**src/rtl/mem_ctrl_if.sv**
```systemverilog
// mem_ctrl_if: bundles the instruction-fetch port, the load/store byte port and the
// single-port RAM port of mem_ctrl.
//   slave  : the controller side (mem_ctrl)
//   master : the side that drives requests and models the RAM (pipeline / bench)
// Signal suffixes are relative to the controller: _i are inputs to mem_ctrl, _o are outputs.
interface mem_ctrl_if;
    // Instruction fetch
    logic        if_req_i;
    logic [31:0] if_addr_i;
    logic [31:0] if_inst_o;
    logic        if_done_o;
    // Load/store byte access
    logic        mem_req_i;
    logic        mem_we_i;
    logic [31:0] mem_addr_i;
    logic [7:0]  mem_data_i;
    logic [7:0]  mem_data_o;
    // Single-port RAM, one-cycle read latency
    logic [31:0] ram_addr_o;
    logic        ram_we_o;
    logic [7:0]  ram_dout_o;
    logic [7:0]  ram_din_i;

    modport slave (
        input  if_req_i, if_addr_i, mem_req_i, mem_we_i, mem_addr_i, mem_data_i, ram_din_i,
        output if_inst_o, if_done_o, mem_data_o, ram_addr_o, ram_we_o, ram_dout_o
    );

    modport master (
        output if_req_i, if_addr_i, mem_req_i, mem_we_i, mem_addr_i, mem_data_i, ram_din_i,
        input  if_inst_o, if_done_o, mem_data_o, ram_addr_o, ram_we_o, ram_dout_o
    );
endinterface

```
**src/rtl/mem_ctrl.sv**
```systemverilog
// mem_ctrl: arbitrates one byte-wide single-port RAM between a 32-bit instruction fetch
// (assembled from four byte reads, little-endian) and a byte-serial load/store stage.
// The load/store stage always has priority and may abort a fetch in progress.
// Ports:
//   clk  - system clock, rising edge
//   rst  - synchronous, active-high reset
//   bus  - mem_ctrl_if.slave: fetch port (if_*), load/store port (mem_*), RAM port (ram_*)
module mem_ctrl (
    input  logic       clk,
    input  logic       rst,
    mem_ctrl_if.slave  bus
);

    typedef enum logic [1:0] {StIdle, StFetch, StDone, StMemg} state_e;

    state_e      state_q, state_d;
    logic [3:0]  cnt_q, cnt_d;
    logic [31:0] fa_q, fa_d;
    logic [7:0]  b0_q, b0_d;
    logic [7:0]  b1_q, b1_d;
    logic [7:0]  b2_q, b2_d;
    logic [31:0] inst_q, inst_d;
    logic        done_q, done_d;
    logic [31:0] fetch_off;

    // Next-state logic
    always_comb begin
        state_d = state_q;
        cnt_d   = cnt_q;
        fa_d    = fa_q;
        b0_d    = b0_q;
        b1_d    = b1_q;
        b2_d    = b2_q;
        inst_d  = inst_q;
        done_d  = 1'b0;
        case (state_q)
            StIdle: begin
                if (bus.mem_req_i) begin
                    state_d = StMemg;
                end else if (bus.if_req_i) begin
                    state_d = StFetch;
                    cnt_d   = 4'd0;
                    fa_d    = bus.if_addr_i;
                end
            end
            StFetch: begin
                if (bus.mem_req_i) begin
                    // Abort: partial bytes are dead, a later fetch restarts at cnt 0.
                    state_d = StMemg;
                end else begin
                    cnt_d = cnt_q + 4'd1;
                    // RAM data lags the address by one cycle, so byte cnt-1 arrives now.
                    case (cnt_q)
                        4'd1: b0_d = bus.ram_din_i;
                        4'd2: b1_d = bus.ram_din_i;
                        4'd3: b2_d = bus.ram_din_i;
                        4'd4: begin
                            inst_d  = {bus.ram_din_i, b2_q, b1_q, b0_q};
                            state_d = StDone;
                            done_d  = 1'b1;
                            cnt_d   = 4'd0;
                        end
                        default: ;
                    endcase
                end
            end
            StDone: begin
                state_d = StIdle;
            end
            StMemg: begin
                if (!bus.mem_req_i) begin
                    state_d = StIdle;
                end
            end
            default: begin
                state_d = StIdle;
            end
        endcase
    end

    always_ff @(posedge clk) begin
        if (rst) begin
            state_q <= StIdle;
            cnt_q   <= 4'd0;
            fa_q    <= 32'd0;
            b0_q    <= 8'd0;
            b1_q    <= 8'd0;
            b2_q    <= 8'd0;
            inst_q  <= 32'd0;
            done_q  <= 1'b0;
        end else begin
            state_q <= state_d;
            cnt_q   <= cnt_d;
            fa_q    <= fa_d;
            b0_q    <= b0_d;
            b1_q    <= b1_d;
            b2_q    <= b2_d;
            inst_q  <= inst_d;
            done_q  <= done_d;
        end
    end

    // cnt=4 only waits for the last byte's data, so the address stays on fa+3.
    assign fetch_off = (cnt_q == 4'd4) ? 32'd3 : {28'd0, cnt_q};

    // RAM port. Gated by rst so nothing reaches the RAM while reset is held.
    always_comb begin
        bus.ram_addr_o = 32'd0;
        bus.ram_we_o   = 1'b0;
        bus.ram_dout_o = 8'h00;
        if (!rst) begin
            case (state_q)
                StFetch: begin
                    bus.ram_addr_o = fa_q + fetch_off;
                end
                StMemg: begin
                    bus.ram_addr_o = bus.mem_addr_i;
                    bus.ram_we_o   = bus.mem_we_i;
                    bus.ram_dout_o = bus.mem_data_i;
                end
                default: ;
            endcase
        end
    end

    assign bus.mem_data_o = bus.ram_din_i;
    assign bus.if_inst_o  = inst_q;
    assign bus.if_done_o  = done_q;

endmodule

```
**src/flat_wrapper.sv**
```systemverilog
// flat-port wrapper written by rule: the top's interface ports become plain ports
module mem_ctrl_flat 
  (clk, rst, bus_if_req_i, bus_if_addr_i, bus_mem_req_i, bus_mem_we_i, bus_mem_addr_i, bus_mem_data_i, bus_ram_din_i, bus_if_inst_o, bus_if_done_o, bus_mem_data_o, bus_ram_addr_o, bus_ram_we_o, bus_ram_dout_o);
  mem_ctrl_if bus_i ();
  input  logic clk;
  input  logic rst;
  input wire logic [$bits(bus_i.if_req_i)-1:0] bus_if_req_i;
  input wire logic [$bits(bus_i.if_addr_i)-1:0] bus_if_addr_i;
  input wire logic [$bits(bus_i.mem_req_i)-1:0] bus_mem_req_i;
  input wire logic [$bits(bus_i.mem_we_i)-1:0] bus_mem_we_i;
  input wire logic [$bits(bus_i.mem_addr_i)-1:0] bus_mem_addr_i;
  input wire logic [$bits(bus_i.mem_data_i)-1:0] bus_mem_data_i;
  input wire logic [$bits(bus_i.ram_din_i)-1:0] bus_ram_din_i;
  output wire logic [$bits(bus_i.if_inst_o)-1:0] bus_if_inst_o;
  output wire logic [$bits(bus_i.if_done_o)-1:0] bus_if_done_o;
  output wire logic [$bits(bus_i.mem_data_o)-1:0] bus_mem_data_o;
  output wire logic [$bits(bus_i.ram_addr_o)-1:0] bus_ram_addr_o;
  output wire logic [$bits(bus_i.ram_we_o)-1:0] bus_ram_we_o;
  output wire logic [$bits(bus_i.ram_dout_o)-1:0] bus_ram_dout_o;
  assign bus_i.if_req_i = bus_if_req_i;
  assign bus_i.if_addr_i = bus_if_addr_i;
  assign bus_i.mem_req_i = bus_mem_req_i;
  assign bus_i.mem_we_i = bus_mem_we_i;
  assign bus_i.mem_addr_i = bus_mem_addr_i;
  assign bus_i.mem_data_i = bus_mem_data_i;
  assign bus_i.ram_din_i = bus_ram_din_i;
  assign bus_if_inst_o = bus_i.if_inst_o;
  assign bus_if_done_o = bus_i.if_done_o;
  assign bus_mem_data_o = bus_i.mem_data_o;
  assign bus_ram_addr_o = bus_i.ram_addr_o;
  assign bus_ram_we_o = bus_i.ram_we_o;
  assign bus_ram_dout_o = bus_i.ram_dout_o;
  mem_ctrl u_core (.clk(clk), .rst(rst), .bus(bus_i));
endmodule
```
**config.mk**
```make
export PLATFORM = sky130hd
export DESIGN_NAME = mem_ctrl_flat
export DESIGN_NICKNAME = d
export VERILOG_FILES = /design/src/rtl/mem_ctrl_if.sv /design/src/rtl/mem_ctrl.sv /design/src/flat_wrapper.sv
export SDC_FILE = /design/constraint.sdc
export NUM_CORES = 1
export LEC_CHECK = 0
export ABC_AREA = 1
export BUFFER_PORTS_ARGS = -buffer_cell sky130_fd_sc_hd__buf_2
export CAP_MARGIN = 20
export CORE_ASPECT_RATIO = 1.75
export CORE_MARGIN = 3
export CORE_UTILIZATION = 57
export CTS_BUF_LIST = sky130_fd_sc_hd__clkbuf_4
export CTS_CLUSTER_SIZE = 16
export DETAILED_ROUTE_END_ITERATION = 8
export GPL_ROUTABILITY_DRIVEN = 0
export PLACE_DENSITY = 0.91
export SLEW_MARGIN = 20
export SYNTH_ARGS = -nofsm -noshare
export SYNTH_HDL_FRONTEND = slang
export SYNTH_SLANG_ARGS = --single-unit
```
**constraint.sdc**
```tcl
create_clock -name clk -period 6.12 [get_ports clk]
set_clock_uncertainty 0.15 [all_clocks]
set_input_delay 0.306 -clock clk [delete_from_list [all_inputs] [get_ports clk]]
set_output_delay 0.306 -clock clk [all_outputs]
set_load 0.005 [all_outputs]
```
=== After elaboration in Yosys (flattened, before gate mapping) ===
Cells that the tools add are included.
W data, S select, Z words.

* Add/sub/neg operators: 2
* Eq/ne operators: 13
* Muxes and demuxes: 19
* Bitwise logic cells: 2
* Reductions and logical operators: 10

{| class="wikitable"
|+ Operators with widths
! operator !! count
|-
| $pmux W32 S2 || 1
|-
| $add A32 B32 Y32 || 1
|-
| $mux W32 || 1
|-
| $mux W4 || 5
|-
| $reduce_and A3 Y1 || 6
|-
| $mux W8 || 2
|-
| $mux W2 || 5
|-
| $eq A4 B2 Y1 const B || 2
|-
| $ne A2 B2 Y1 const B || 4
|-
| $pmux W2 S4 || 1
|-
| $pmux W4 S2 || 1
|-
| $add A4 B1 Y4 const B || 1
|-
| $eq A2 B2 Y1 const B || 2
|-
| $eq A4 B1 Y1 const B || 1
|-
| $eq A4 B3 Y1 const B || 1
|-
| $reduce_and A4 Y1 || 1
|-
| $mux W1 || 3
|-
| $ne A3 B2 Y1 const B || 1
|-
| $ne A3 B3 Y1 const B || 1
|-
| $reduce_or A3 Y1 || 1
|-
| $eq A2 B1 Y1 const B || 1
|-
| $logic_not A2 Y1 || 1
|-
| $not A1 Y1 || 2
|-
| $reduce_bool A2 Y1 || 1
|}

* Register bits: 95
* Input port bits: 85
* Output and inout port bits: 82
* Logic and storage cells: 54

=== Logic depth before layout (Yosys ltp) ===
* Word-level depth: 5
* Depth in mapped cells: 16
* Gate-level depth less buffers: 16

=== Worst setup path after synthesis ===
OpenSTA, ideal clock, no wires.

* Path type: flip-flop to output port
* From: register u_core.cnt_q[0]
* To: output bus_ram_addr_o[8]
* Arrival time: 2.200 ns
* Data required time: 5.664 ns
* Slack: 3.464 ns
* Stages on the path, launching flop included: 16
* Path buffers: 0
* Cell sequence: dfxtp_1 > inv_1 > ha_1 > nand3_2 > nand2_1 > ha_1 > fa_1 > inv_1 > nor2_1 > nor2_2 > inv_2 > nand2_1 > inv_1 > or2_1 > nand3_1 > a21oi_1

* Cells in the longest elaborated chain, start to end: 5

{| class="wikitable"
|+ RTL lines
! item !! line !! source
|-
| start: declaration || mem_ctrl.sv:17 || <nowiki>logic [3:0] cnt_q, cnt_d;</nowiki>
|-
| start signal: assignment || mem_ctrl.sv:93 || <nowiki>cnt_q <= cnt_d;</nowiki>
|-
| $eq A4 B3 Y1 || mem_ctrl.sv:104 || <nowiki>assign fetch_off = (cnt_q == 4'd4) ? 32'd3 : {28'd0, cnt_q};</nowiki>
|-
| $mux W4 (*) || mem_ctrl.sv:104 ||
|-
| $add A32 B32 Y32 (*) || mem_ctrl.sv:114 || <nowiki>bus.ram_addr_o = fa_q + fetch_off;</nowiki>
|-
| $pmux W32 S2 (*) || mem_ctrl.sv:112 || <nowiki>case (state_q)</nowiki>
|-
| $mux W32 (*) || mem_ctrl.sv:111 || <nowiki>if (!rst) begin</nowiki>
|-
| end: declaration || flat_wrapper.sv:17 || <nowiki>output wire logic [$bits(bus_i.ram_addr_o)-1:0] bus_ram_addr_o;</nowiki>
|}

Mark *: on every way between the ends. The rest lies on a longest branch, timed or not.

=== Final worst setup path ===
* From: register u_core.cnt_q[1]
* To: output bus_ram_addr_o[8]

Same word-level chain as after synthesis.

==> results.yml <==
run_status:
  outcome: "finished clean"
clocking:
  clk_pin_slew_worst_paths_ns: 0.16
  cts_buffers: 9
  clock-sinks: 95
  post-cts-setup-buffer-count: 0
  cts-root-buf: "clkbuf_4"
  clk_path_buf_depth: 2
  htree_levels: 3
  ctsResizeCount: 0
  cts_tree: "done"
  insertion_delay_ns: 0.46
placement:
  dp_slack_ns: 3.119
  place_hpwl_um: 11210
  portBuffers: 166
  placedInstanceArea_um2: 5861
pwr:
  pwr-share-seq: 0.546
  leakagePower_uw: 0.002962
  power.share.switching: 0.3344
  power.density_nw_per_um2: 200.2
  p_int_uw: 844.1
  pwr-share-comb: 0.207
  peakVddDrop_uv: 197.2
  p_clk_frac: 0.248
  power.switching_uw: 424.1
floorplanning:
  initial_core_util: 0.5877
  die_x_um: 77.48
  core_um2: 8671
  ios: 167
  rows: 45
  die_area_um2: 10160
  dieHeight_um: 131.1
logic_synthesis:
  ys_ff_latch: 95
  synth_area_leaders: "dfxtp_1, nor2_1, nand2_1"
  synth_cells: 784
  post-synth-top-area-cell: "dfxtp_1"
  synth.top_cell.area_share: 0.3732
  syn-num-nets: 878
  synth_edf_count: 0
  synth_fa_ha_area_frac: 0.02357
  synth_compound_gate_area_share: 0.1640
  synth_async_sr_flop_share: 0
  synth_area_um2: 5096
  synth_top_family_by_area: "simple AND/OR/NAND/NOR gates"
  yosysUniqueCellTypes: 37
  syn_avg_cell_area_um2: 6.500
  yosys-mux-area-fraction: 0
  synthFlopType: "dfxtp_1"
  synth_xor_area_frac: 0
  synth_warnings: 0
  yosys.area_share.simple: 0.3589
  yosysSeqAreaShare: 0.3732
  netlist_top_cells_count: "nor2_1, nand2_1, dfxtp_1"
  synth_most_common_cell: "nor2_1"
route:
  drc: 0
  drtAntennaViolNets: 0
  drt_iter0_markers: 360
  dr.pass1.iters: 6
  detail_route.wl_per_cell_um: 14.50
  vias: 5837
  drt-vias-per-instance: 5.400
  finalWirelength_um: 15680
worst_setup_path:
  critical_path_required_ns: 5.66
  critical-path-top-delay-family: "adder cells"
  path_cells: "inv_1 > ha_1 > nand3_2 > nand2_1 > ha_1 > fa_1 > inv_1 > nor2_1 > nor2_2 > inv_2 > nand2_1 > inv_1 > or2_1 > nand3_1 > a21oi_1 > buf_2"
  crit_type: "flop to output port"
  reg2reg_to: "u_core.bus.if_inst_o[3]"
  path_max_fanout: 4
  r2r_cells: 6
  path_buf_inv: 5
  worst_path_most_repeated_cell: "inv_1"
  r2r_slack_ns: 3.38
  critPathLaunchType: "flop"
  critPathSlowestCell: "fa_1"
  max_stage_delay_ns: 0.42
  r2r_start: "u_core.state_q[1]"
  end_kind: "output port"
  cp.arrival_ns: 3.09
layout:
  syn_to_final_growth_pct: 24.33
  final_area_um2: 6336
  nets: 1052
  drive_above_1_share: 0.2170
  fin_util: 0.7307
timing:
  report.final.slew_viol_count: 0
  max_clock_freq_mhz: 282.0
  holdWs_ns: 0.02979
  worst_slew_pin_slew_ns: 0.9046
  final-setup-viol-count: 0
  layout_min_cycle_time_ns: 3.547
  worst_slack_ns: 2.573
  hold_viol_final: 0
  fin_setup_tns_ns: 0
  grt_setup_unrepaired: "false"
  period_share: 0.5795
  slew_headroom: 0.3963
global_routing:
  grt_usage: 0.3040
  antenna_found_initial: 1
  grt_pass1_wl_um: 24560
  grt_pass1_vias: 5417
  gr-total-overflow: 0
  grt_max_degree: 78
hold_path:
  min_to: "u_core.b2_q[2]"
  min_from: "bus_ram_din_i[2]"
  worstHoldPathCells: 3
  worstHoldPathType: "primary input to flop"
flow_run:
  maxCapViolCount: 0
power groups by stage:
stage	clock network (uW)	logic (uW)	registers (uW)
2_1_floorplan	0	171	689
3_3_place_gp	0	237	703
3_5_place_dp	0	242	704
4_1_cts	319	260	690
5_1_grt	343	295	697
6_report	314	262	692
how the worst max path moves through the flow:
stage / cells past startpoint / from / end
CTS: 16 / u_core.cnt_q[1] / bus_ram_addr_o[8]
global placement: 16 / u_core.cnt_q[0] / bus_ram_addr_o[8]
detailed placement: 16 / u_core.cnt_q[1] / bus_ram_addr_o[8]
finish: 16 / u_core.cnt_q[1] / bus_ram_addr_o[8]
floorplan: 15 / u_core.cnt_q[0] / bus_ram_addr_o[8]
global route: 16 / u_core.cnt_q[0] / bus_ram_addr_o[8]
state kept, by name (all words and copies together), names as in the netlist:
| register | cells |
|---|---|
| u_core.bus.if_done_o | 1 |
| u_core.b1_q | 8 |
| u_core.state_q | 2 |
| u_core.bus.if_inst_o | 32 |
| u_core.cnt_q | 4 |
| u_core.b2_q | 8 |
| u_core.fa_q | 32 |
| u_core.b0_q | 8 |
cells in the final DEF (no fill, tap or decap), types with 2 or more instances in the layout:
cell type / Yosys / layout
o21bai_1: 3 / 3
buf_4: 12 / 2
clkbuf_4: 0 / 9
nand4_4: 2 / 2
dfxtp_1: 95 / 95
o21ai_0: 88 / 88
nand3_1: 45 / 45
nor3_1: 4 / 4
nand3b_1: 3 / 3
or2_1: 2 / 2
a21oi_1: 59 / 59
dlygate4sd3_1: 0 / 35
nor2_1: 201 / 201
nor2_4: 2 / 2
nand2_1: 151 / 151
inv_6: 0 / 2
inv_2: 6 / 7
nand2_4: 2 / 2
nand3_2: 2 / 2
nor2_2: 2 / 2
ha_1: 8 / 8
buf_2: 8 / 166
clkinv_2: 1 / 3
nand2_2: 3 / 3
inv_1: 40 / 39
o21ai_1: 8 / 8
nand4_1: 6 / 6
routing by layer:
layer,track usage,vias up,share of wire
li1,-,2888,-
met1,0.2988,2602,0.34
met2,0.5690,267,0.53
met3,0.05404,80,0.062
met4,0.2180,0,0.067
met5,0,-,0
final cells by class:
class	instances	area [um^2]
well taps	117	146.4
clock inverters	7	55.05
repair buffers	203	1196
clock buffers	9	67.56
fillers	748	2335
inverters	48	181.4
diodes	1	2.502
multi-input cells	601	2785
flip-flops and latches	95	1902
logic make-up (layout without fill, tap and decap cells):
family / after synthesis / in the layout
simple gates: 429 / 429
other cells: 0 / 1
compound gates: 163 / 163
fa+ha+maj: 9 / 9
flops: 95 / 95
buf+inv: 88 / 267
metrics by stage:
step	cells	power, uW
6_report	1081	1268
3_3_place_gp	1029	939.1
4_1_cts	1078	1269
2_1_floorplan	784	860.0
3_5_place_dp	1029	946.4
5_1_grt	1081	1335
worst register-to-register path, cell delays in order (launching register included):
cell	delay [ns]
dfxtp_1	0.51
nor2_8	0.43
nand2_4	0.17
nor2_4	0.59
inv_2	0.45
nor2_1	0.25
nor2_1	0.09
repair_timing:
action,4_1_cts,5_1_grt
endpoints found under the setup margin,0,0
hold buffers,33,2
endpoints found under the hold margin,34,3
(Power assumes the default switching activity.)
